File: src/rtl/jal_jr_control_sequencer.sv
// ---------------------------------------------------------------------------
// jal_jr_control_sequencer
//   Hardwired control sequencer for the bus datapath. Walks the fetch
//   sequence (T0..T2) and then the per-class execute steps (T3..T6) for
//   ldi, jal, jr, br, nop and halt, and drives the one-hot datapath strobes.
//
// Ports
//   clock, clear        rising-edge clock, synchronous active-high reset
//   run                 level; start/continue executing (sampled in IDLE and
//                       at instruction end states only)
//   IR                  datapath IR; only IR[31:27] (opcode) is used
//   ConFFQ              datapath condition FF, consumed in br's T6
//   PCout..CONin        datapath control strobes (Moore, decoded from state)
//   halted              high while parked in HALT
//   illegal             one-cycle pulse in T3 for an unknown opcode
//   instr_count         retired-instruction counter, wraps
//   state               encoded current state (debug)
// ---------------------------------------------------------------------------
module jal_jr_control_sequencer #(
  parameter int unsigned MEM_WAIT = 0,
  parameter int unsigned CNT_W    = 16,
  parameter logic [4:0]  OP_LDI   = 5'h08,
  parameter logic [4:0]  OP_BR    = 5'h12,
  parameter logic [4:0]  OP_JR    = 5'h14,
  parameter logic [4:0]  OP_JAL   = 5'h15,
  parameter logic [4:0]  OP_NOP   = 5'h1A,
  parameter logic [4:0]  OP_HALT  = 5'h1B
) (
  input  logic             clock,
  input  logic             clear,
  input  logic             run,
  input  logic [31:0]      IR,
  input  logic             ConFFQ,
  output logic             PCout,
  output logic             PCin,
  output logic             IncPC,
  output logic             MARin,
  output logic             MDMuxread,
  output logic             RAMread,
  output logic             MDRin,
  output logic             MDRout,
  output logic             IRin,
  output logic             Zlowin,
  output logic             Zlowout,
  output logic             Yin,
  output logic             ADD,
  output logic             CSEout,
  output logic             Gra,
  output logic             Grb,
  output logic             Rin,
  output logic             Rout,
  output logic             BAout,
  output logic             CONin,
  output logic             halted,
  output logic             illegal,
  output logic [CNT_W-1:0] instr_count,
  output logic [3:0]       state
);

  localparam int unsigned OP_W   = 5;
  localparam int unsigned WAIT_W = 3;
  // Wait counter value on the final T1 cycle (MEM_WAIT is limited to 0..7).
  localparam logic [WAIT_W-1:0] WAIT_LAST = WAIT_W'(MEM_WAIT);

  typedef enum logic [3:0] {
    ST_IDLE = 4'd0,
    ST_T0   = 4'd1,
    ST_T1   = 4'd2,
    ST_T2   = 4'd3,
    ST_T3   = 4'd4,
    ST_T4   = 4'd5,
    ST_T5   = 4'd6,
    ST_T6   = 4'd7,
    ST_HALT = 4'd8
  } state_e;

  typedef enum logic [2:0] {
    CL_LDI,
    CL_JAL,
    CL_JR,
    CL_BR,
    CL_NOP,
    CL_HALT,
    CL_ILL
  } op_class_e;

  // Map a raw opcode onto an instruction class.
  function automatic op_class_e classify(input logic [OP_W-1:0] op);
    if (op == OP_LDI)  return CL_LDI;
    if (op == OP_JAL)  return CL_JAL;
    if (op == OP_JR)   return CL_JR;
    if (op == OP_BR)   return CL_BR;
    if (op == OP_NOP)  return CL_NOP;
    if (op == OP_HALT) return CL_HALT;
    return CL_ILL;
  endfunction

  state_e            state_q, state_d;
  logic [WAIT_W-1:0] wait_q, wait_d;
  logic [OP_W-1:0]   op_q, op_d;
  logic [CNT_W-1:0]  count_q, count_d;
  logic              halted_q, halted_d;

  logic [OP_W-1:0]   ir_op;
  op_class_e         ir_cls;
  op_class_e         op_cls;
  logic              retire;
  logic              unused_ir;

  assign ir_op     = IR[31:27];
  assign unused_ir = ^IR[26:0];
  // T3 decodes the live IR; T4..T6 decode the opcode captured on T3 exit.
  assign ir_cls    = classify(ir_op);
  assign op_cls    = classify(op_q);

  // Next-state, counters and Moore strobe decode.
  always_comb begin
    state_d   = state_q;
    wait_d    = wait_q;
    op_d      = op_q;
    count_d   = count_q;
    retire    = 1'b0;
    PCout     = 1'b0;
    PCin      = 1'b0;
    IncPC     = 1'b0;
    MARin     = 1'b0;
    MDMuxread = 1'b0;
    RAMread   = 1'b0;
    MDRin     = 1'b0;
    MDRout    = 1'b0;
    IRin      = 1'b0;
    Zlowin    = 1'b0;
    Zlowout   = 1'b0;
    Yin       = 1'b0;
    ADD       = 1'b0;
    CSEout    = 1'b0;
    Gra       = 1'b0;
    Grb       = 1'b0;
    Rin       = 1'b0;
    Rout      = 1'b0;
    BAout     = 1'b0;
    CONin     = 1'b0;
    illegal   = 1'b0;

    case (state_q)
      ST_IDLE: begin
        if (run) state_d = ST_T0;
      end

      // MAR <- PC, Z <- PC+1
      ST_T0: begin
        PCout   = 1'b1;
        MARin   = 1'b1;
        IncPC   = 1'b1;
        Zlowin  = 1'b1;
        wait_d  = '0;
        state_d = ST_T1;
      end

      // Memory read held for 1+MEM_WAIT cycles; PC update on the first,
      // MDR capture on the last.
      ST_T1: begin
        MDMuxread = 1'b1;
        RAMread   = 1'b1;
        if (wait_q == '0) begin
          Zlowout = 1'b1;
          PCin    = 1'b1;
        end
        if (wait_q == WAIT_LAST) begin
          MDRin   = 1'b1;
          wait_d  = '0;
          state_d = ST_T2;
        end else begin
          wait_d  = wait_q + WAIT_W'(1);
        end
      end

      ST_T2: begin
        MDRout  = 1'b1;
        IRin    = 1'b1;
        state_d = ST_T3;
      end

      ST_T3: begin
        op_d = ir_op;
        case (ir_cls)
          CL_LDI: begin
            Grb     = 1'b1;
            BAout   = 1'b1;
            Yin     = 1'b1;
            state_d = ST_T4;
          end
          // Link register (Rb) receives the already-incremented PC.
          CL_JAL: begin
            PCout   = 1'b1;
            Grb     = 1'b1;
            Rin     = 1'b1;
            state_d = ST_T4;
          end
          CL_JR: begin
            Gra    = 1'b1;
            Rout   = 1'b1;
            PCin   = 1'b1;
            retire = 1'b1;
          end
          CL_BR: begin
            Gra     = 1'b1;
            Rout    = 1'b1;
            CONin   = 1'b1;
            state_d = ST_T4;
          end
          CL_NOP: begin
            retire = 1'b1;
          end
          // halt retires here and parks; run is not consulted.
          CL_HALT: begin
            count_d = count_q + CNT_W'(1);
            state_d = ST_HALT;
          end
          default: begin
            illegal = 1'b1;
            retire  = 1'b1;
          end
        endcase
      end

      ST_T4: begin
        case (op_cls)
          CL_LDI: begin
            CSEout  = 1'b1;
            ADD     = 1'b1;
            Zlowin  = 1'b1;
            state_d = ST_T5;
          end
          CL_JAL: begin
            Gra    = 1'b1;
            Rout   = 1'b1;
            PCin   = 1'b1;
            retire = 1'b1;
          end
          CL_BR: begin
            PCout   = 1'b1;
            Yin     = 1'b1;
            state_d = ST_T5;
          end
          default: retire = 1'b1;
        endcase
      end

      ST_T5: begin
        case (op_cls)
          CL_LDI: begin
            Zlowout = 1'b1;
            Gra     = 1'b1;
            Rin     = 1'b1;
            retire  = 1'b1;
          end
          CL_BR: begin
            CSEout  = 1'b1;
            ADD     = 1'b1;
            Zlowin  = 1'b1;
            state_d = ST_T6;
          end
          default: retire = 1'b1;
        endcase
      end

      // Branch target is in Z; take it only when the CON FF is set.
      ST_T6: begin
        Zlowout = 1'b1;
        PCin    = ConFFQ;
        retire  = 1'b1;
      end

      ST_HALT: begin
        state_d = ST_HALT;
      end

      default: begin
        state_d = ST_IDLE;
      end
    endcase

    // Common end-of-instruction handling: count and chain without a bubble.
    if (retire) begin
      count_d = count_q + CNT_W'(1);
      state_d = run ? ST_T0 : ST_IDLE;
    end

    halted_d = (state_d == ST_HALT);
  end

  // State and counter registers; clear wins over everything.
  always_ff @(posedge clock) begin
    if (clear) begin
      state_q  <= ST_IDLE;
      wait_q   <= '0;
      op_q     <= '0;
      count_q  <= '0;
      halted_q <= 1'b0;
    end else begin
      state_q  <= state_d;
      wait_q   <= wait_d;
      op_q     <= op_d;
      count_q  <= count_d;
      halted_q <= halted_d;
    end
  end

  assign halted      = halted_q;
  assign instr_count = count_q;
  assign state       = state_q;

  // With wait states, the PC update and the MDR capture never overlap.
  a_pcin_mdrin: assert property (@(posedge clock) disable iff (clear)
    (MEM_WAIT == 0) || !(PCin && MDRin));

  // illegal is only ever raised from T3.
  a_illegal_t3: assert property (@(posedge clock) disable iff (clear)
    illegal |-> (state_q == ST_T3));

  // HALT is left only through clear.
  a_halt_sticky: assert property (@(posedge clock) disable iff (clear)
    (state_q == ST_HALT) |=> (state_q == ST_HALT));

endmodule

File: config.mk
export PLATFORM = sky130hd
export DESIGN_NAME = jal_jr_control_sequencer
export DESIGN_NICKNAME = d
export VERILOG_FILES = /design/src/rtl/jal_jr_control_sequencer.sv
export SDC_FILE = /design/constraint.sdc
export NUM_CORES = 1
export LEC_CHECK = 0
export CAP_MARGIN = 30
export CORE_MARGIN = 3
export CORE_UTILIZATION = 40
export DETAILED_ROUTE_END_ITERATION = 10
export PLACE_DENSITY = 0.89
export SLEW_MARGIN = 20
export SYNTH_ARGS = -nofsm -noshare
export SYNTH_HDL_FRONTEND = slang
export SYNTH_SLANG_ARGS = --single-unit
File: constraint.sdc
create_clock -name clock -period 2.4 [get_ports clock]
set_input_delay 0.72 -clock clock [delete_from_list [all_inputs] [get_ports clock]]
set_output_delay 0.72 -clock clock [all_outputs]
set_load 0.02 [all_outputs]
==> impl_metrics.csv, run 1 <==
group,metric,value,unit
cts,hold_buffers,0,
logic_synthesis,synth_xor_area_share,0.427,%
grt,grtUsageTotal,23.0,%
worst_setup_path,required,1.68,ns
logic_synthesis,synthCells,255,
timing,finalCriticalPeriod,2.61,ns
layout,layout-drive-gt1-share,43.6,%
outcome,violations,"setup timing",
cts,cts.sinks,29,
logic_synthesis,synth_top_family_by_area,"simple AND/OR/NAND/NOR gates",
timing,rsz0062_at_grt,"yes",
floorplanning,die_h,77.6,um
logic_synthesis,avgSynthCellArea,8.05,um2
logic_synthesis,yosysMostFrequentCell,"dfxtp_1",
logic_synthesis,yosysUniqueCellTypes,66,
logic_synthesis,synth_top_cells_by_area,"dfxtp_1 28%, a21oi_1 5.6%, nand2_1 4.0%",
floorplanning,dieArea,6030,um2
timing,worst_pin_slew,0.472,ns
detailed_routing,vias,2443,
cts,cts_buffer_depth,2,
worst_setup_path,worst_ep_arrival_time,1.89,ns
worst_setup_path,cp_slowest_stage_delay,0.39,ns
floorplanning,die_w,77.6,um
timing,hold_viol_final,0,
worst_setup_path,critPathKind,"in -> out",
cts,clk_latency,0.29,ns
place,post-place-cells,402,
logic_synthesis,synth_compound_area_share,21.8,%
detailed_routing,first_pass_iters,5,
logic_synthesis,yosysWarnings,0,
grt,grt_pass1_vias,2329,
hold_path,hp-class,"reg -> reg",
floorplanning,core,4850,um2
grt,grt_pass1_wl,11.3,mm
place,place_area,2970,um2
logic_synthesis,synth_edf_count,0,
logic_synthesis,synth_async_sr_flop_share,0,%
logic_synthesis,synth_top_area_cell,"dfxtp_1",
layout,final_core_util,67.6,%
timing,layout_setup_ws,-0.208,ns
layout,fillers,360,
cts,tritoncts,"built",
cts,clkSlewWorstSetupHoldPaths,0.06,ns
logic_synthesis,synth_top_area_share,28.3,%
floorplanning,start_util,42.3,%
layout,final_nets,390,
detailed_routing,drt-vias-per-instance,5.84,
worst_setup_path,critical_path.cell_chain,"buf_8 -> or2b_1 -> or3_4 -> o311ai_4 -> buf_6",
place,dpl.hpwl,4.60,mm
worst_setup_path,cp-start-kind,"input port",
place,routabilityCongestion,0.867,
cts,cts_inserted_buffers,5,
logic_synthesis,synthMuxAreaShare,2.19,%
detailed_routing,remaining_drc_errors,0,
layout,fin_cells,418,
pwr,powerDensity,411,nW/um2
floorplanning,ios,78,
run,cap_violations,0,
timing,clock_skew,0.00794,ns
worst_setup_path,cp_max_fo,3,
worst_setup_path,cp_top_family,"simple AND/OR/NAND/NOR gates",
outcome,outcome,"complete, but fails checks",
place,place_ws,-1.05,ns
detailed_routing,avgRoutedWirePerCell,16.8,um
grt,grt_max_degree,27,
grt,antenna_found_initial,0,
cts,htreeDepth,2,
timing,max_freq,383,MHz
pwr,vdd_drop_max,0.317,mV
detailed_routing,ant_nets,0,
timing,slew_headroom,68.4,%
worst_setup_path,path_buf_inv,2,
detailed_routing,dr.first_iter.drc_count,233,
logic_synthesis,synth_ff_type,"dfxtp_1",
cts,cts_root_buf,"clkbuf_8",
floorplanning,rows,25,
detailed_routing,wl,7.01,mm
logic_synthesis,synthSimpleGateAreaFrac,37.1,%
layout,diodes,0,
logic_synthesis,synthAdderAreaFrac,1.83,%
worst_setup_path,endpoint_kind,"output port",
logic_synthesis,synth.ff_latch_count,29,
logic_synthesis,synth_nets,294,
worst_setup_path,crit_path_top_delay_cell,"or3_4",
timing,finalSetupViolCount,14,
logic_synthesis,syn-cell-area,2050,um2
grt,overflow,0,
timing,slew_viol_final,0,
place,port_buffers,50,
logic_synthesis,synthTopCellsByCount,"29 x dfxtp_1, 23 x a21oi_1, 22 x nand2_1, 18 x nor2_1, 14 x nand3_1",
timing,hold_ws,0.504,ns
pwr,p_leak,1.34,nW
layout,area_growth,59.7,%
logic_synthesis,synth.yosys.seq_area_share,28.3,%
timing,layout_worst_path_cycle_share,109,%
layout,fin_area,3280,um2
[logic make-up (layout without fill, tap and decap cells)]
kind of cell               after synthesis  after routing
and+or+nand+nor                        123            123
adders and majority gates                3              3
xor gates and xnor gates                 1              1
buffers and inverters                   29            125
muxes                                    3              3
AOI/OAI and AO/OA                       67             67
DFF                                     29             29
[metrics by stage]
stage,TNS (ns),total power [mW]
global route,-2.27,1.41
detailed placement,-20.06,0.912
floorplan,-0.321,0.728
CTS,-1.40,1.32
global placement,-18.66,0.904
finish,-1.61,1.35
[what timing repair did]
item                       in CTS  in global routing
gates cloned                    0                  1
buffers inserted                4                  5
setup endpoints to repair      40                 23
pin swaps                      12                 14
resized for setup             130                 28
[layout make-up]
class,instances,area (um2),area share (%)
multi-input cells,197,1500,45.7
repair buffers,111,992,30.3
flip-flops and latches,29,591,18.0
clock buffers,7,86.3,2.63
well taps,67,83.8,2.56
inverters,7,26.3,0.801
[path summary, 6_finish.rpt]
check                               startpoint                           end  slack, ns  cells past startpoint
hold / removal    instr_count[14]$_SDFFE_PP0P_  instr_count[14]$_SDFFE_PP0P_       0.50                      2
hold reg to reg   instr_count[14]$_SDFFE_PP0P_  instr_count[14]$_SDFFE_PP0P_       0.50                      2
setup reg to reg           state[0]$_SDFF_PP0_  instr_count[10]$_SDFFE_PP0P_       0.22                      7
setup / recovery                        IR[30]                          PCin      -0.21                      5
[cell usage in the layout (no fill, tap or decap), types with 3 or more instances in the layout]
| cell | count |
|---|---|
| nand3b_1 | 4 |
| o21ai_0 | 5 |
| clkdlybuf4s50_1 | 23 |
| dfxtp_2 | 5 |
| o21ai_2 | 3 |
| nor3_2 | 5 |
| nor2b_1 | 4 |
| o31ai_1 | 9 |
| dlygate4sd2_1 | 5 |
| a21oi_1 | 20 |
| nand2b_4 | 3 |
| buf_4 | 58 |
| dfxtp_1 | 23 |
| mux2_4 | 3 |
| clkbuf_2 | 3 |
| nand2_1 | 21 |
| nor2_1 | 15 |
| clkbuf_8 | 6 |
| inv_1 | 4 |
| or4_1 | 9 |
| nand3_1 | 12 |
| inv_2 | 3 |
| nand3_2 | 3 |
| buf_6 | 17 |
| a21oi_2 | 4 |
| and3_1 | 4 |
[state kept, by name, indices dropped and copies added (netlist names)]
register / count
instr_count: 16
state: 4
op_q: 5
halted: 1
wait_q: 3
[metal layers]
layer / share of wire [%] / up-vias / GRT usage [%] / wire length (um)
li1: - / 1137 / - / -
met1: 41 / 1169 / 27.7 / 2860
met2: 51 / 114 / 39.8 / 3550
met3: 5.7 / 23 / 3.48 / 401
met4: 2.9 / 0 / 11.0 / 200
met5: 0 / - / 0 / 0
[where the power goes]
group	total (mW)	leakage, nW	switching, mW	internal (mW)
registers	0.503	0.237	0.0121	0.491
logic	0.429	1.06	0.219	0.210
clock network	0.415	0.0443	0.187	0.227
total	1.35	1.34	0.419	0.928
[worst register-to-register path, stage by stage, from the launching register on]
cell and delay [ns]:
dfxtp_4 0.39, buf_4 0.18, or3b_2 0.49, a211o_1 0.32, o211ai_4 0.13, clkbuf_16 0.23, nor3_2 0.05, mux2_4 0.29
(Power assumes the default switching activity.)
==> run 2: changes to the inputs <==
CAP_MARGIN = 20   (was 30)
CORE_MARGIN = default   (was 3)
SLEW_MARGIN = default   (was 20)
==> impl_metrics.csv, run 2 (synthesis results as in run 1) <==
group,metric,value,unit
layout,final_nets,397,
worst_setup_path,worst_ep_arrival_time,1.92,ns
pwr,swShare,29.8,%
timing,slew_headroom,64.2,%
worst_setup_path,cp_slowest_stage_delay,0.44,ns
place,routabilityCongestion,0.917,
layout,layout-drive-gt1-share,49.6,%
pwr,powerDensity,461,nW/um2
pwr,p_leak,1.41,nW
worst_setup_path,crit_path_top_delay_cell,"or3_4",
detailed_routing,vias,2617,
floorplanning,dieArea,5420,um2
cts,tritoncts,"built",
pwr,power.switching,0.482,mW
detailed_routing,ant_nets,0,
outcome,violations,"setup timing",
floorplanning,die_w,73.6,um
timing,layout_worst_path_cycle_share,110,%
pwr,internal_power,1.14,mW
grt,grt_pass1_vias,2424,
timing,finalSetupViolCount,15,
timing,layout_setup_ws,-0.243,ns
cts,hold_buffers,0,
detailed_routing,wl,8.36,mm
cts,cts_root_buf,"clkbuf_8",
worst_setup_path,required,1.68,ns
timing,hold_ws,0.497,ns
timing,hold_viol_final,0,
layout,seq_area,589,um2
layout,multiInputGateArea,1610,um2
floorplanning,rows,25,
worst_setup_path,cp-start-kind,"register",
outcome,outcome,"complete, but fails checks",
run,cap_violations,0,
timing,clock_skew,0.0132,ns
detailed_routing,dr.first_iter.drc_count,233,
timing,worst_pin_slew,0.535,ns
worst_setup_path,cp_max_fo,4,
timing,max_freq,378,MHz
cts,cts.sinks,29,
cts,htreeDepth,2,
pwr,power_frac_seq,31.1,%
pwr,finalPower,1.62,mW
pwr,clkPwrFrac,38.6,%
grt,overflow,0,
layout,diodes,0,
worst_setup_path,critical_path.cell_chain,"nor2_1 -> nand2_1 -> or3_4 -> o311ai_4 -> buf_6",
layout,final_common_cell,"buf_4",
place,port_buffers,50,
detailed_routing,drt-vias-per-instance,6.14,
detailed_routing,avgRoutedWirePerCell,19.6,um
layout,area_growth,71.0,%
place,dpl.hpwl,4.56,mm
floorplanning,start_util,42.6,%
detailed_routing,remaining_drc_errors,0,
detailed_routing,first_pass_iters,5,
pwr,vdd_drop_max,0.470,mV
grt,grt_pass1_wl,11.3,mm
floorplanning,ios,78,
worst_setup_path,endpoint_kind,"output port",
grt,grtUsageTotal,27.0,%
grt,grt_max_degree,26,
worst_setup_path,critPathKind,"reg -> out",
cts,clkSlewWorstSetupHoldPaths,0.08,ns
floorplanning,core,4820,um2
layout,largest_register_ffs,16,
hold_path,hp-class,"reg -> reg",
grt,antenna_found_initial,0,
floorplanning,die_h,73.6,um
worst_setup_path,cp_top_family,"simple AND/OR/NAND/NOR gates",
timing,rsz0062_at_grt,"yes",
cts,clk_latency,0.29,ns
cts,cts_inserted_buffers,5,
timing,finalCriticalPeriod,2.64,ns
worst_setup_path,path_buf_inv,1,
layout,fillers,327,
pwr,pwr-share-comb,30.3,%
layout,layout_common_cells,"63 x buf_4, 23 x clkdlybuf4s50_1, 22 x dfxtp_1",
cts,cts_buffer_depth,2,
timing,slew_viol_final,0,
[run 2: repair_timing]
action                                  CTS  global route
buffers inserted                          6             9
cloned                                    0             2
gates resized for setup                 137            53
pin swaps                                12            21
hold endpoints to repair                  0             0
endpoints found under the setup margin   40            31
[run 2: stage by stage]
| step | util [%] | area (um2) | setup TNS, ns | std cells | setup WS [ns] |
|---|---|---|---|---|---|
| 2_1_floorplan | - | 2140 | -0.321 | 255 | -0.154 |
| 3_3_place_gp | 62.1 | 2990 | -18.68 | 403 | -1.00 |
| 3_5_place_dp | 62.1 | 2990 | -20.39 | 403 | -1.12 |
| 4_1_cts | 66.8 | 3220 | -1.41 | 416 | -0.244 |
| 5_1_grt | 72.9 | 3510 | -2.46 | 426 | -0.274 |
| 6_report | 72.9 | 3510 | -1.72 | 426 | -0.243 |
[run 2: worst min-delay path, stage by stage (launching register included)]
cell and delay [ns]:
dfxtp_1 0.33, o31ai_1 0.07, a21oi_1 0.05
[run 2: power groups by stage]
stage | clock (mW) | sequential (mW) | combinational [mW]
detailed placement | 0 | 0.509 | 0.406
floorplan | 0 | 0.517 | 0.211
CTS | 0.620 | 0.500 | 0.415
finish | 0.624 | 0.503 | 0.490
global placement | 0 | 0.508 | 0.398
global route | 0.645 | 0.503 | 0.511
[run 2: path summary, 6_finish.rpt]
path | cells after the start | from | slack (ns) | endpoint
worst max-delay path | 5 | state[0]$_SDFF_PP0_ | -0.24 | PCin
worst min-delay path | 2 | instr_count[14]$_SDFFE_PP0P_ | 0.50 | instr_count[14]$_SDFFE_PP0P_
worst max register to register | 8 | state[0]$_SDFF_PP0_ | 0.12 | instr_count[9]$_SDFFE_PP0P_
worst min register to register | 2 | instr_count[14]$_SDFFE_PP0P_ | 0.50 | instr_count[14]$_SDFFE_PP0P_
[run 2: final cells by class]
type	instances	area share [%]
repair buffers	118	30.4
clock inverters	3	1.85
clock buffers	5	1.96
well taps	67	2.39
flip-flops and latches	29	16.8
multi-input cells	197	45.8
inverters	7	0.748
[run 2: per-layer routing]
metal / global-route usage [%] / routed length [um] / part of all wire [%] / up-vias
li1: - / - / - / 1147
met4: 12.8 / 399 / 4.8 / 0
met1: 33.2 / 3250 / 39 / 1225
met2: 44.6 / 4040 / 48 / 199
met5: 0 / 0 / 0 / -
met3: 5.62 / 674 / 8.1 / 46
==> run 3: changes to the inputs <==
clock period = 2.38 ns   (was 2.4 ns; I/O delays follow)
==> impl_metrics.csv, run 3 (synthesis results as in run 1) <==
group,metric,value,unit
pwr,clkPwrFrac,38.8,%
grt,grt_pass1_vias,2422,
layout,layout_common_cells,"56 x buf_4, 23 x dfxtp_1, 22 x clkdlybuf4s50_1",
grt,grt_pass1_wl,11.0,mm
cts,cts.sinks,29,
cts,cts_inserted_buffers,5,
pwr,power_frac_seq,31.5,%
cts,htreeDepth,2,
floorplanning,ios,78,
pwr,swShare,29.2,%
worst_setup_path,worst_ep_arrival_time,1.94,ns
cts,tritoncts,"built",
timing,finalSetupViolCount,18,
worst_setup_path,reg2reg_from,"state[0]$_SDFF_PP0_",
detailed_routing,ant_nets,0,
timing,worst_pin_slew,0.479,ns
timing,max_freq,377,MHz
layout,largest_register_ffs,16,
grt,antenna_found_initial,0,
pwr,vdd_drop_max,0.505,mV
pwr,powerDensity,460,nW/um2
timing,hold_ws,0.529,ns
timing,rsz0062_at_grt,"yes",
worst_setup_path,required,1.67,ns
layout,area_growth,70.4,%
cts,hold_buffers,0,
worst_setup_path,cp_slowest_stage_delay,0.43,ns
grt,grtUsageTotal,26.3,%
worst_setup_path,crit_path_top_delay_cell,"or3_4",
hold_path,worstHoldStart,"instr_count[13]$_SDFFE_PP0P_",
place,dpl.hpwl,4.46,mm
timing,slew_headroom,68.0,%
floorplanning,rows,25,
floorplanning,die_w,73.6,um
hold_path,hold_end,"instr_count[13]$_SDFFE_PP0P_",
timing,layout_setup_ws,-0.270,ns
worst_setup_path,critPathKind,"reg -> out",
worst_setup_path,reg2reg_slack,0.12,ns
detailed_routing,remaining_drc_errors,0,
cts,cts_root_buf,"clkbuf_8",
worst_setup_path,cp_max_fo,4,
place,routabilityCongestion,0.969,
layout,diodes,0,
pwr,power.switching,0.469,mW
pwr,internal_power,1.14,mW
layout,final_core_util,72.6,%
detailed_routing,first_pass_iters,4,
cts,clkSlewWorstSetupHoldPaths,0.07,ns
worst_setup_path,cp-start-kind,"register",
place,place_ws,-1.05,ns
grt,grt_max_degree,33,
detailed_routing,avgRoutedWirePerCell,18.1,um
worst_setup_path,reg2reg_depth,7,
timing,layout_worst_path_cycle_share,111,%
floorplanning,core,4820,um2
outcome,outcome,"complete, but fails checks",
detailed_routing,drt-vias-per-instance,5.91,
floorplanning,dieArea,5420,um2
timing,clock_skew,0.0152,ns
worst_setup_path,r2r-end,"instr_count[10]$_SDFFE_PP0P_",
timing,finalCriticalPeriod,2.65,ns
timing,slew_viol_final,0,
detailed_routing,wl,7.65,mm
pwr,pwr-share-comb,29.7,%
outcome,violations,"setup timing",
worst_setup_path,critical_path.cell_chain,"nor2b_4 -> nand2_1 -> or3_4 -> o311ai_4 -> buf_6",
run,cap_violations,0,
layout,fillers,313,
layout,layout-drive-gt1-share,46.5,%
detailed_routing,vias,2496,
worst_setup_path,endpoint_kind,"output port",
cts,clk_latency,0.30,ns
timing,hold_viol_final,0,
cts,cts_buffer_depth,2,
layout,final_nets,393,
floorplanning,die_h,73.6,um
hold_path,holdPathStages,2,
hold_path,hp-class,"reg -> reg",
grt,overflow,0,
pwr,finalPower,1.61,mW
detailed_routing,dr.first_iter.drc_count,285,
place,port_buffers,50,
pwr,p_leak,1.40,nW
layout,final_common_cell,"buf_4",
floorplanning,start_util,42.6,%
-- run 3: changes by cell type in the layout (fill, tap and decap cells not counted), moves of 3 or more --
cell / delta
a21oi_2: -3
buf_2: -3
dlygate4sd2_1: -3
buf_4: -7
clkdlybuf4s15_2: +3
-- run 3: timing repair --
action | 4_1_cts | 5_1_grt
gates resized for setup | 139 | 42
setup endpoints to repair | 40 | 24
pin swaps | 15 | 22
setup buffers | 8 | 4
cloned | 0 | 2
-- run 3: layout make-up --
| type | count | area, um2 | share of cell area, % |
|---|---|---|---|
| Clock inverter | 3 | 65.1 | 1.86 |
| Clock buffer | 5 | 68.8 | 1.97 |
| Tap cell | 67 | 83.8 | 2.40 |
| Multi-Input combinational cell | 197 | 1590 | 45.5 |
| Inverter | 7 | 26.3 | 0.751 |
| Sequential cell | 29 | 591 | 16.9 |
| Timing Repair Buffer | 114 | 1070 | 30.6 |
-- run 3: how the worst max path moves through the flow --
stage | startpoint | endpoint | cells past startpoint
finish | state[2]$_SDFF_PP0_ | PCin | 5
global route | wait_q[1]$_SDFFE_PP0P_ | PCin | 8
CTS | wait_q[1]$_SDFFE_PP0P_ | PCin | 8
detailed placement | IR[31] | Gra | 6
global placement | IR[31] | Gra | 6
floorplan | IR[30] | Gra | 5
-- run 3: routing by layer --
metal / part of all wire (%) / global-route usage (%)
met4: 3.0 / 13.0
met5: 0 / 0
met3: 6.2 / 5.90
met2: 52 / 46.1
met1: 39 / 29.8
-- run 3: worst max-delay path, delay by kind of cell, from the launching register on --
kind            cells  cell delay (ns)
flops               1             0.42
compound gates      1             0.28
buf+inv             1             0.18
simple gates        3             0.76
-- run 3: per-stage QoR --
step,TNS (ns),cells,area (um2)
2_1_floorplan,-0.360,255,2150
3_3_place_gp,-19.43,402,3000
3_5_place_dp,-20.45,402,3000
4_1_cts,-2.12,417,3290
5_1_grt,-2.73,422,3500
6_report,-1.79,422,3500
-- run 3: power by group through the flow --
| stage | Clock, mW | Sequential, mW | Combinational, mW |
|---|---|---|---|
| floorplan | 0 | 0.521 | 0.213 |
| global placement | 0 | 0.512 | 0.398 |
| detailed placement | 0 | 0.513 | 0.405 |
| CTS | 0.626 | 0.505 | 0.427 |
| global route | 0.648 | 0.509 | 0.503 |
| finish | 0.624 | 0.508 | 0.478 |
